===== src/rtl/param_cpu_core.sv =====
// param_cpu_core
// Multi-cycle processor core with a parameterisable datapath, register
// file and program counter. It fetches 32-bit instructions over a
// request/valid handshake, so instruction memory may insert wait states.
// Each instruction then executes in a single EXEC cycle.
//
// Parameters:
//   DATA_W  - datapath and register width in bits (>= 8)
//   REG_CNT - number of general registers (power of two, 2..256)
//   PC_W    - program counter width in bits (> 8); arithmetic wraps
//
// Ports:
//   CLK         - clock, all state changes on the rising edge
//   RESET       - synchronous active-low reset
//   INSTR_REQ   - high while the core waits for an instruction word
//   PC          - byte address of the instruction being fetched/executed
//   INSTRUCTION - instruction word, taken when INSTR_REQ && INSTR_VALID
//   INSTR_VALID - instruction memory response valid
//   ALU_OUT     - registered result of the last ALU operation
//   ZERO        - registered flag, set when ALU_OUT is all zeros
//   RETIRE      - one-cycle pulse per completed instruction
//   ILLEGAL_OP  - one-cycle pulse alongside RETIRE for an undefined opcode
module param_cpu_core #(
  parameter int DATA_W  = 8,
  parameter int REG_CNT = 8,
  parameter int PC_W    = 32
) (
  input  logic              CLK,
  input  logic              RESET,
  output logic              INSTR_REQ,
  output logic [PC_W-1:0]   PC,
  input  logic [31:0]       INSTRUCTION,
  input  logic              INSTR_VALID,
  output logic [DATA_W-1:0] ALU_OUT,
  output logic              ZERO,
  output logic              RETIRE,
  output logic              ILLEGAL_OP
);

  localparam int IDX_W = (REG_CNT > 1) ? $clog2(REG_CNT) : 1;

  typedef enum logic [1:0] {RST, FETCH, EXEC} state_t;

  state_t            state;
  logic [31:0]       ir;
  logic [DATA_W-1:0] regs [REG_CNT];

  logic [7:0]        opcode;
  logic [IDX_W-1:0]  rd_idx;
  logic [IDX_W-1:0]  rs1_idx;
  logic [IDX_W-1:0]  rs2_idx;
  logic [DATA_W-1:0] rs1_val;
  logic [DATA_W-1:0] rs2_val;
  logic [DATA_W-1:0] alu_res;
  logic              writes_rd;
  logic              updates_alu;
  logic              is_illegal;
  logic              take_jump;
  logic [PC_W-1:0]   off_ext;
  logic [PC_W-1:0]   pc_plus4;
  logic [PC_W-1:0]   jump_target;
  logic [PC_W-1:0]   next_pc;
  logic              unused_ir_bits;

  // Field decode; register indices only use the low bits of each field.
  assign opcode  = ir[31:24];
  assign rd_idx  = ir[16 +: IDX_W];
  assign rs1_idx = ir[8 +: IDX_W];
  assign rs2_idx = ir[0 +: IDX_W];
  assign rs1_val = regs[rs1_idx];
  assign rs2_val = regs[rs2_idx];

  // The upper rs1 field bits are meaningless for small register files.
  assign unused_ir_bits = ^ir[15:8];

  // Branch offset counts instruction words, so scale it by four.
  assign off_ext     = {{(PC_W-8){ir[23]}}, ir[23:16]};
  assign pc_plus4    = PC + PC_W'(4);
  assign jump_target = pc_plus4 + (off_ext << 2);
  assign next_pc     = take_jump ? jump_target : pc_plus4;

  always_comb begin
    alu_res     = '0;
    writes_rd   = 1'b0;
    updates_alu = 1'b1;
    is_illegal  = 1'b0;
    take_jump   = 1'b0;
    case (opcode)
      8'h00: begin
        alu_res   = DATA_W'(ir[7:0]);
        writes_rd = 1'b1;
      end
      8'h01: begin
        alu_res   = rs2_val;
        writes_rd = 1'b1;
      end
      8'h02: begin
        alu_res   = rs1_val + rs2_val;
        writes_rd = 1'b1;
      end
      8'h03: begin
        alu_res   = rs1_val + ~rs2_val + DATA_W'(1);
        writes_rd = 1'b1;
      end
      8'h04: begin
        alu_res   = rs1_val & rs2_val;
        writes_rd = 1'b1;
      end
      8'h05: begin
        alu_res   = rs1_val | rs2_val;
        writes_rd = 1'b1;
      end
      8'h06: begin
        updates_alu = 1'b0;
        take_jump   = 1'b1;
      end
      8'h07: begin
        alu_res   = rs1_val + ~rs2_val + DATA_W'(1);
        take_jump = (rs1_val == rs2_val);
      end
      default: begin
        updates_alu = 1'b0;
        is_illegal  = 1'b1;
      end
    endcase
  end

  // Reset aborts whatever is in flight: nothing from a half-executed
  // instruction reaches the register file or the PC.
  always_ff @(posedge CLK) begin
    if (!RESET) begin
      state      <= RST;
      PC         <= '0;
      INSTR_REQ  <= 1'b0;
      ALU_OUT    <= '0;
      ZERO       <= 1'b1;
      RETIRE     <= 1'b0;
      ILLEGAL_OP <= 1'b0;
      ir         <= '0;
      for (int i = 0; i < REG_CNT; i++) begin
        regs[i] <= '0;
      end
    end else begin
      RETIRE     <= 1'b0;
      ILLEGAL_OP <= 1'b0;
      case (state)
        RST: begin
          state     <= FETCH;
          INSTR_REQ <= 1'b1;
        end
        FETCH: begin
          if (INSTR_VALID) begin
            ir        <= INSTRUCTION;
            INSTR_REQ <= 1'b0;
            state     <= EXEC;
          end
        end
        EXEC: begin
          // Operands were read before this edge, so rd == rs1/rs2 is safe.
          if (writes_rd) begin
            regs[rd_idx] <= alu_res;
          end
          if (updates_alu) begin
            ALU_OUT <= alu_res;
            ZERO    <= (alu_res == '0);
          end
          PC         <= next_pc;
          RETIRE     <= 1'b1;
          ILLEGAL_OP <= is_illegal;
          INSTR_REQ  <= 1'b1;
          state      <= FETCH;
        end
        default: begin
          state     <= RST;
          INSTR_REQ <= 1'b0;
        end
      endcase
    end
  end

endmodule

===== config.mk =====
export PLATFORM = sky130hd
export DESIGN_NAME = param_cpu_core
export DESIGN_NICKNAME = d
export VERILOG_FILES = /design/src/rtl/param_cpu_core.sv
export SDC_FILE = /design/constraint.sdc
export NUM_CORES = 1
export LEC_CHECK = 0
export CAP_MARGIN = 20
export CORE_ASPECT_RATIO = 1.75
export CORE_MARGIN = 4
export CORE_UTILIZATION = 50
export DETAILED_ROUTE_END_ITERATION = 8
export PLACE_DENSITY = 0.69
export SLEW_MARGIN = 30
export SYNTH_ARGS = -nofsm -noshare
export SYNTH_HDL_FRONTEND = slang
export SYNTH_SLANG_ARGS = --single-unit

===== constraint.sdc =====
create_clock -name CLK -period 10.5 [get_ports CLK]
set_clock_uncertainty 0.15 [all_clocks]
set_input_delay 1.575 -clock CLK [delete_from_list [all_inputs] [get_ports CLK]]
set_output_delay 1.575 -clock CLK [all_outputs]
set_load 0.01 [all_outputs]

After elaboration in Yosys (flattened, before gate mapping)
Memories as Yosys holds them, arrays and structs flattened. A register that Yosys moved wholly into a read port is not among the register bits.
Cells that the tools add are included.
{"block": "word_totals", "reg_bits": 78, "mem_count": 1, "output_inout_bits": 44, "elab_cells": 63, "ramBits": 64, "input_bits": 35}
{"block": "classes", "n_mux": 23, "eq_ne": 11, "n_addsub": 5, "reduce_logical": 12, "bitwise_logic": 3}
{"memory": "regs", "depth": 8, "word_bits": 8, "rd": 2, "rd_ports_with_merged_regs": 2, "write_ports": 8, "line_no": "46", "text": "logic [DATA_W-1:0] regs [REG_CNT];"}
{"op": "$pmux 8 s6", "count": 1}
{"op": "$add 32x3->32 const B", "count": 1}
{"op": "$add 32x32->32", "count": 1}
{"op": "$eq 8x3->1 const B", "count": 4}
{"op": "$mux 32", "count": 1}
{"op": "$add 8x8->8", "count": 2}
{"op": "$eq 8x2->1 const B", "count": 2}
{"op": "$logic_not 8->1", "count": 2}
{"op": "$reduce_or 8->1", "count": 2}
{"op": "$mux 3", "count": 5}
{"op": "$mux 1", "count": 11}
{"op": "$add 8x1->8 const B", "count": 1}
{"op": "$and 8x8->8", "count": 1}
{"op": "$eq 8x1->1 const B", "count": 1}
{"op": "$eq 8x8->1", "count": 1}
{"op": "$mux 8", "count": 1}
{"op": "$not 8->8", "count": 1}
{"op": "$or 8x8->8", "count": 1}
{"op": "$reduce_or 7->1", "count": 1}
{"op": "$reduce_and 2->1", "count": 3}
{"op": "$reduce_or 6->1", "count": 1}
{"op": "$pmux 1 s2", "count": 2}
{"op": "$pmux 2 s2", "count": 1}
{"op": "$reduce_or 2->1", "count": 2}
{"op": "other kinds (5)", "count": 5}

Depth between registers and ports, before layout
{"block": "depth", "depth_word": 9, "depth_mapped": 20, "ltp_nobuf": 19}

Least setup slack after synthesis
Ideal clock, no wire load.
{"block": "synth_path", "path_kind": "reg-to-reg", "startpoint": "reg with a tool-made name", "endpoint": "reg PC[31]", "path_stages_with_launch": 14, "t_arrival_ns": 4.225, "n_path_buf": 2, "required_time_ns": 10.278, "synth_period_minus_slack_ns": 4.447, "setup_time_ns": 0.072, "slack_ns": 6.053, "cell_sequence": "dfxtp_1 -> clkbuf_1 -> buf_1 -> mux4_2 -> mux2i_1 -> ha_1 -> nor4_1 -> nand2_1 -> a211o_1 -> or4_1 -> mux2i_1 -> nor2_1 -> o21ai_1 -> mux2i_1"}
{"item": "end signal: assignment", "line_no": "167", "text": "PC <= next_pc;"}
{"item": "end: declaration", "line_no": "31", "text": "output logic [PC_W-1:0] PC,"}

Final worst setup path
{"block": "layout_path", "startpoint": "reg PC[4]", "endpoint": "reg PC[31]"}
{"block": "layout_via", "elab_chain_len": 3}
{"item": "$add 32x3->32 *", "line_no": "78", "text": "assign pc_plus4 = PC + PC_W'(4);"}
{"item": "$add 32x32->32", "line_no": "79", "text": "assign jump_target = pc_plus4 + (off_ext << 2);"}
{"item": "$mux 32 *", "line_no": "80", "text": "assign next_pc = take_jump ? jump_target : pc_plus4;"}
Mark *: on every way between the ends. The rest lies on a longest branch, timed or not.
A chain may end at the register's enable or synchronous reset.

==> flow_summary.yaml <==
status:
  status: "completed"
clocking:
  cts-buffers-inserted: 17
  root_buffer: "clkbuf_16"
  cts_tree: "done"
  htree_levels: 4
  hold_buffers: 0
  cts.sinks: 140
  clock_path_buffers: 2
  clock_latency_ns: 0.42
  ctsResizeCount: 0
  cts.clk_slew.worst_paths_ns: 0.06
  cts_setup_buffers: 0
synth:
  synth-edff-count: 64
  syn_area_um2: 9350
  ys_seq_area_share_pct: 36.8
  synth-compound-area-share_pct: 17.4
  synth_xor_area_share_pct: 5.43
  yosysUniqueCellTypes: 67
  synth_area_per_cell_um2: 9.31
  synth_simple_gate_area_share_pct: 17.3
  yosys_most_used_dff: "dfxtp_1"
  syn_inst: 1004
  ys_async_sr_fraction_pct: 0
  ys_ff_latch: 140
  synth_top_area_cell: "edfxtp_1"
  synthAdderAreaFrac_pct: 8.00
  ys_warn_count: 0
  yosys-top-cells-area: "edfxtp_1, dfxtp_1, mux4_2, ha_1, nand2_1"
  synthMuxAreaShare_pct: 11.1
  synth_top_area_share_pct: 20.6
  synth_top_family_by_area: "compound AO/OA/AOI/OAI gates"
critical_path:
  crit_type: "register to register"
  endpoint_kind: "register"
  slowest_delay_ns: 0.50
  cpMostUsedCell: "and3_1"
  cp.arrival_ns: 5.03
  crit_required_ns: 10.70
  r2r_cells: 19
  crit_buf_inv: 1
  critical-path-top-delay-family: "simple AND/OR/NAND/NOR gates"
  cp_num_cells: 19
  worst_setup_path_start_kind: "register"
  cp_cell_sequence: "and3_1, and3_1, and2_1, and4_1, and3_1, nand2_1, xnor2_1, ha_1, inv_1, o21bai_1, a21oi_1, nor2_1, a211o_1, a41oi_1, a21oi_2, mux2i_1, or4_1, o21ai_1, mux2i_1"
  worst-path-max-fanout: 7
  critPathSlowestCell: "or4_1"
layout:
  nets: 1146
  multiInputGateArea_um2: 5580
  final_cells: 1300
  seq_area_um2: 3440
  antenna_cells: 0
  final_cell_mix: "nand2_1, nor2_1, dfxtp_1, clkdlybuf4s50_1"
  drive_gt1_share_pct: 9.10
  synthToLayoutAreaGrowth_pct: 15.6
  fillers: 1674
  final_common_cell: "nand2_1"
pwr:
  peakVddDrop_v: 0.0000939
  p_leak_nw: 4.26
  p_per_area_nw_per_um2: 132
global_route:
  grt_usage_pct: 23.7
  grt_pass1_wl_mm: 39.4
  grt.overflow.total: 0
  grt_max_degree: 55
  grt_pass1_vias: 7629
  antenna_found_initial: 0
timing:
  fmax_ghz: 0.207
  max_slew_margin_pct: 36.2
  finalHoldViolCount: 0
  min_period_ns: 4.83
  rsz0062_at_grt: "no"
  worst_pin_slew_ns: 0.955
  maxSlewViolCount: 0
  finalSetupViolCount: 0
  tns_ns: 0
  fin_crit_sh_pct: 46.0
drt:
  drt_first_pass_iters: 5
  drt_iter0_drc: 332
  ant_nets: 0
  vias_per_cell: 5.91
  drc: 0
  avgRoutedWirePerCell_um: 19.1
  via_count: 7683
  wl_mm: 24.9
floorplan:
  start_util_pct: 51.3
  die_x_um: 111
  die_height_um: 189
  rows: 65
  dieArea_um2: 21000
  pin_count: 79
  core-area_um2: 18200
min_path:
  hold_class: "register to register"
  holdPathStages: 2
placement:
  place_hpwl_mm: 18.2
  io_buffer_count: 71
  dp_cells: 1268
  gp_congestion: 0.871
job:
  drv_cap: 0
==> registers in the layout, summed over array words and instances (netlist names), named ones only <==
signal      count
ALU_OUT         8
ILLEGAL_OP      1
INSTR_REQ       1
PC             30
RETIRE          1
ZERO            1
ir             27
regs           64
state           1
==> path summary, 6_finish.rpt <==
check,to,slack [ns],from
max,PC[31]$_SDFFE_PN0P_,5.67,PC[4]$_SDFFE_PN0P_
min,ir[27]$_SDFFE_PN0P_,0.32,ir[27]$_SDFFE_PN0P_
max reg2reg,PC[31]$_SDFFE_PN0P_,5.67,PC[4]$_SDFFE_PN0P_
min reg2reg,ir[27]$_SDFFE_PN0P_,0.32,ir[27]$_SDFFE_PN0P_
==> metrics by stage <==
stage                     area [um2]  hold slack, ns  power, mW  setup WS [ns]  util, %
after floorplan                 9350           0.291      0.763           6.05        -
after global placement         10200           0.302      0.830           5.46     56.1
after detailed placement       10200           0.316      0.833           5.69     56.1
after CTS                      10800           0.325       1.43           5.65     59.3
after global routing           10800           0.346       1.48           5.28     59.3
final                          10800           0.319       1.42           5.67     59.3
==> report_power, final <==
part | switching, mW | internal, mW
Combinational | 0.127 | 0.0887
Clock | 0.241 | 0.359
Sequential | 0.0194 | 0.587
Total | 0.388 | 1.03
==> worst min-delay path, stage by stage, from the launching register on <==
cell	delay, ns
dfxtp_1	0.30
nand2_1	0.05
a21boi_0	0.07
==> logic make-up after synthesis <==
group	count (synthesis)
AND/OR/NAND/NOR	363
AO/OA/AOI/OAI	238
flip-flops	140
buffers and inverters	89
adder cells (fa/ha/maj)	58
XOR/XNOR	58
multiplexers	57
other	1
==> routing by layer <==
metal | global-route usage, % | up-vias | part of all wire (%)
met5 | 0 | - | 0
met4 | 11.6 | 0 | 4.4
met3 | 3.36 | 53 | 3.8
met2 | 45.8 | 202 | 56
met1 | 24.7 | 3699 | 36
li1 | - | 3729 | -
==> synth_stat cells (all sizes together) (12+ instances only) <==
library cell    n
dfxtp          76
and3           13
nand3          33
ha             55
o21ai          45
xor2           16
o21bai         12
nand2         135
nor3           12
a21o           19
mux4           36
clkbuf         39
nor2          115
edfxtp         64
a21oi          69
inv            39
xnor2          42
mux2i          16
a21boi         27
==> layout make-up <==
type / instances / share of cell area, %
Clock buffer: 20 / 4.13
Clock inverter: 12 / 1.27
Inverter: 39 / 1.35
Multi-Input combinational cell: 776 / 51.6
Sequential cell: 140 / 31.9
Tap cell: 234 / 2.71
Timing Repair Buffer: 79 / 7.08
No activity file was read; power rests on OpenSTA's default activity.
==> variant (config.mk and constraints unchanged) <==
Encoding of `state_t`: now one-hot (3 bits for 3 states).
--- a/src/rtl/param_cpu_core.sv
+++ b/src/rtl/param_cpu_core.sv
@@ -39,7 +39,7 @@
 
   localparam int IDX_W = (REG_CNT > 1) ? $clog2(REG_CNT) : 1;
 
-  typedef enum logic [1:0] {RST, FETCH, EXEC} state_t;
+  typedef enum logic [2:0] {RST = 3'b001, FETCH = 3'b010, EXEC = 3'b100} state_t;
 
   state_t            state;
   logic [31:0]       ir;
Function: same outputs for any inputs over 4 cycles, from zero or initial values and one cycle with RESET low; so few cycles prove little.
==> variant against the unedited design <==
Critical path depth is 2 lower; worst setup slack worse by 0.075 ns; sequential cell count grew 1; total power up 0.29%; routed wire length fell by 0.28%; cell area is 0.38% lower; die area shrank 1.5%; sequential share of layout area increased by 0.30 points; area after synthesis down 1.6%; highest routed layer unchanged.
==> variant: results (changes against the unedited design) <==
* Outcome: completed (unchanged)
* Gate Count Post-Synth at 988 (was 1004)
* Fin nets at 1132 (was 1146)
* Hold WS at 0.298 ns (was 0.319 ns)
* Worst vdd ir at 0.0849 mV (was 0.0939 mV)
* Clkbuf count at 19 (was 20)
* DP Worst Slack at 5.62 ns (was 5.69 ns)
* DP Area at 10100 um^2 (was 10200 um^2)
* Pwr per Cell Area at 132 nW/um^2 (about the same)
* Worst Path Arrival at 5.11 ns (was 5.03 ns)
* Avg Vias per Cell at 5.92 (was 5.91)
* Vias in the first global route at 7846 (was 7629)
* Netlist cell types at 62 (was 67)
* CP peak stage delay at 0.46 ns (was 0.50 ns)
* Area of the multi-input gates at 5410 um^2 (was 5580 um^2)
* Wire length on met1 at 8920 um (was 8910 um)
* Met2 Use GR at 45.6% (was 45.8%)
* Post-Route WL at 24800 um (was 24900 um)
* Share of cells above drive strength 1 at 9.41% (was 9.10%)
* Hold Path Origin: ir[31] (was ir[27])
* Pin count of the biggest net entering global routing at 59 (was 55)
* Slew headroom at 37.9% (was 36.2%)
* Sequential cell area share at 32.2% (was 31.9%)
* First-pass GRT wire length at 40400 um (was 39400 um)
* Met2 wire length at 13600 um (was 13900 um)
* Plain + repair buffers at 81 (was 79)
* Share of power burned in registers at 42.0% (was 42.6%)
* Inverters at 44 (was 39)
* Met3 global-route usage at 3.50% (was 3.36%)
* Sequential element share of the synthesized area at 37.6% (was 36.8%)
* Fillers at 1589 (was 1674)
* Synth top cells by count: 132 x nand2_1, 111 x nor2_1, 98 x a21oi_1, 77 x dfxtp_1, 64 x edfxtp_1 (was 135 x nand2_1, 114 x nor2_1, 76 x dfxtp_1, 66 x a21oi_1, 64 x edfxtp_1)
* Switch Pwr at 0.336 mW (was 0.388 mW)
* Met3 Wirelength at 1090 um (was 933 um)
* Placed cells at 1254 (was 1268)
* Hold Path Sink: ir[31] (was ir[27])
* Floorplan core area at 18100 um^2 (was 18200 um^2)
* GR Util All Layers at 24.4% (was 23.7%)
## variant: cell count changes after synthesis, sizes merged, moves of 5 or more
| cell | unedited run | this run |
|---|---|---|
| a211oi | 4 | 10 |
| o21ai | 45 | 50 |
| xnor2 | 42 | 32 |
| o211a | 11 | 0 |
| inv | 39 | 44 |
| a21oi | 69 | 99 |
| nor2b | 10 | 3 |
| o22ai | 8 | 3 |
| a311oi | 0 | 9 |
| a21boi | 27 | 1 |
| and2 | 11 | 2 |
## variant: kinds of logic (layout without fill, tap and decap cells)
| group | count (synthesis) | in the layout | share of synthesized area (%) |
|---|---|---|---|
| AND/OR/NAND/NOR | 342 | 342 | 16.4 |
| AO/OA/AOI/OAI | 243 | 243 | 17.1 |
| flip-flops | 141 | 141 | 37.6 |
| buffers and inverters | 94 | 157 | 4.11 |
| multiplexers | 61 | 61 | 12.1 |
| adder cells (fa/ha/maj) | 58 | 58 | 8.13 |
| XOR/XNOR | 48 | 48 | 4.57 |
| other | 1 | 2 | 0.0407 |
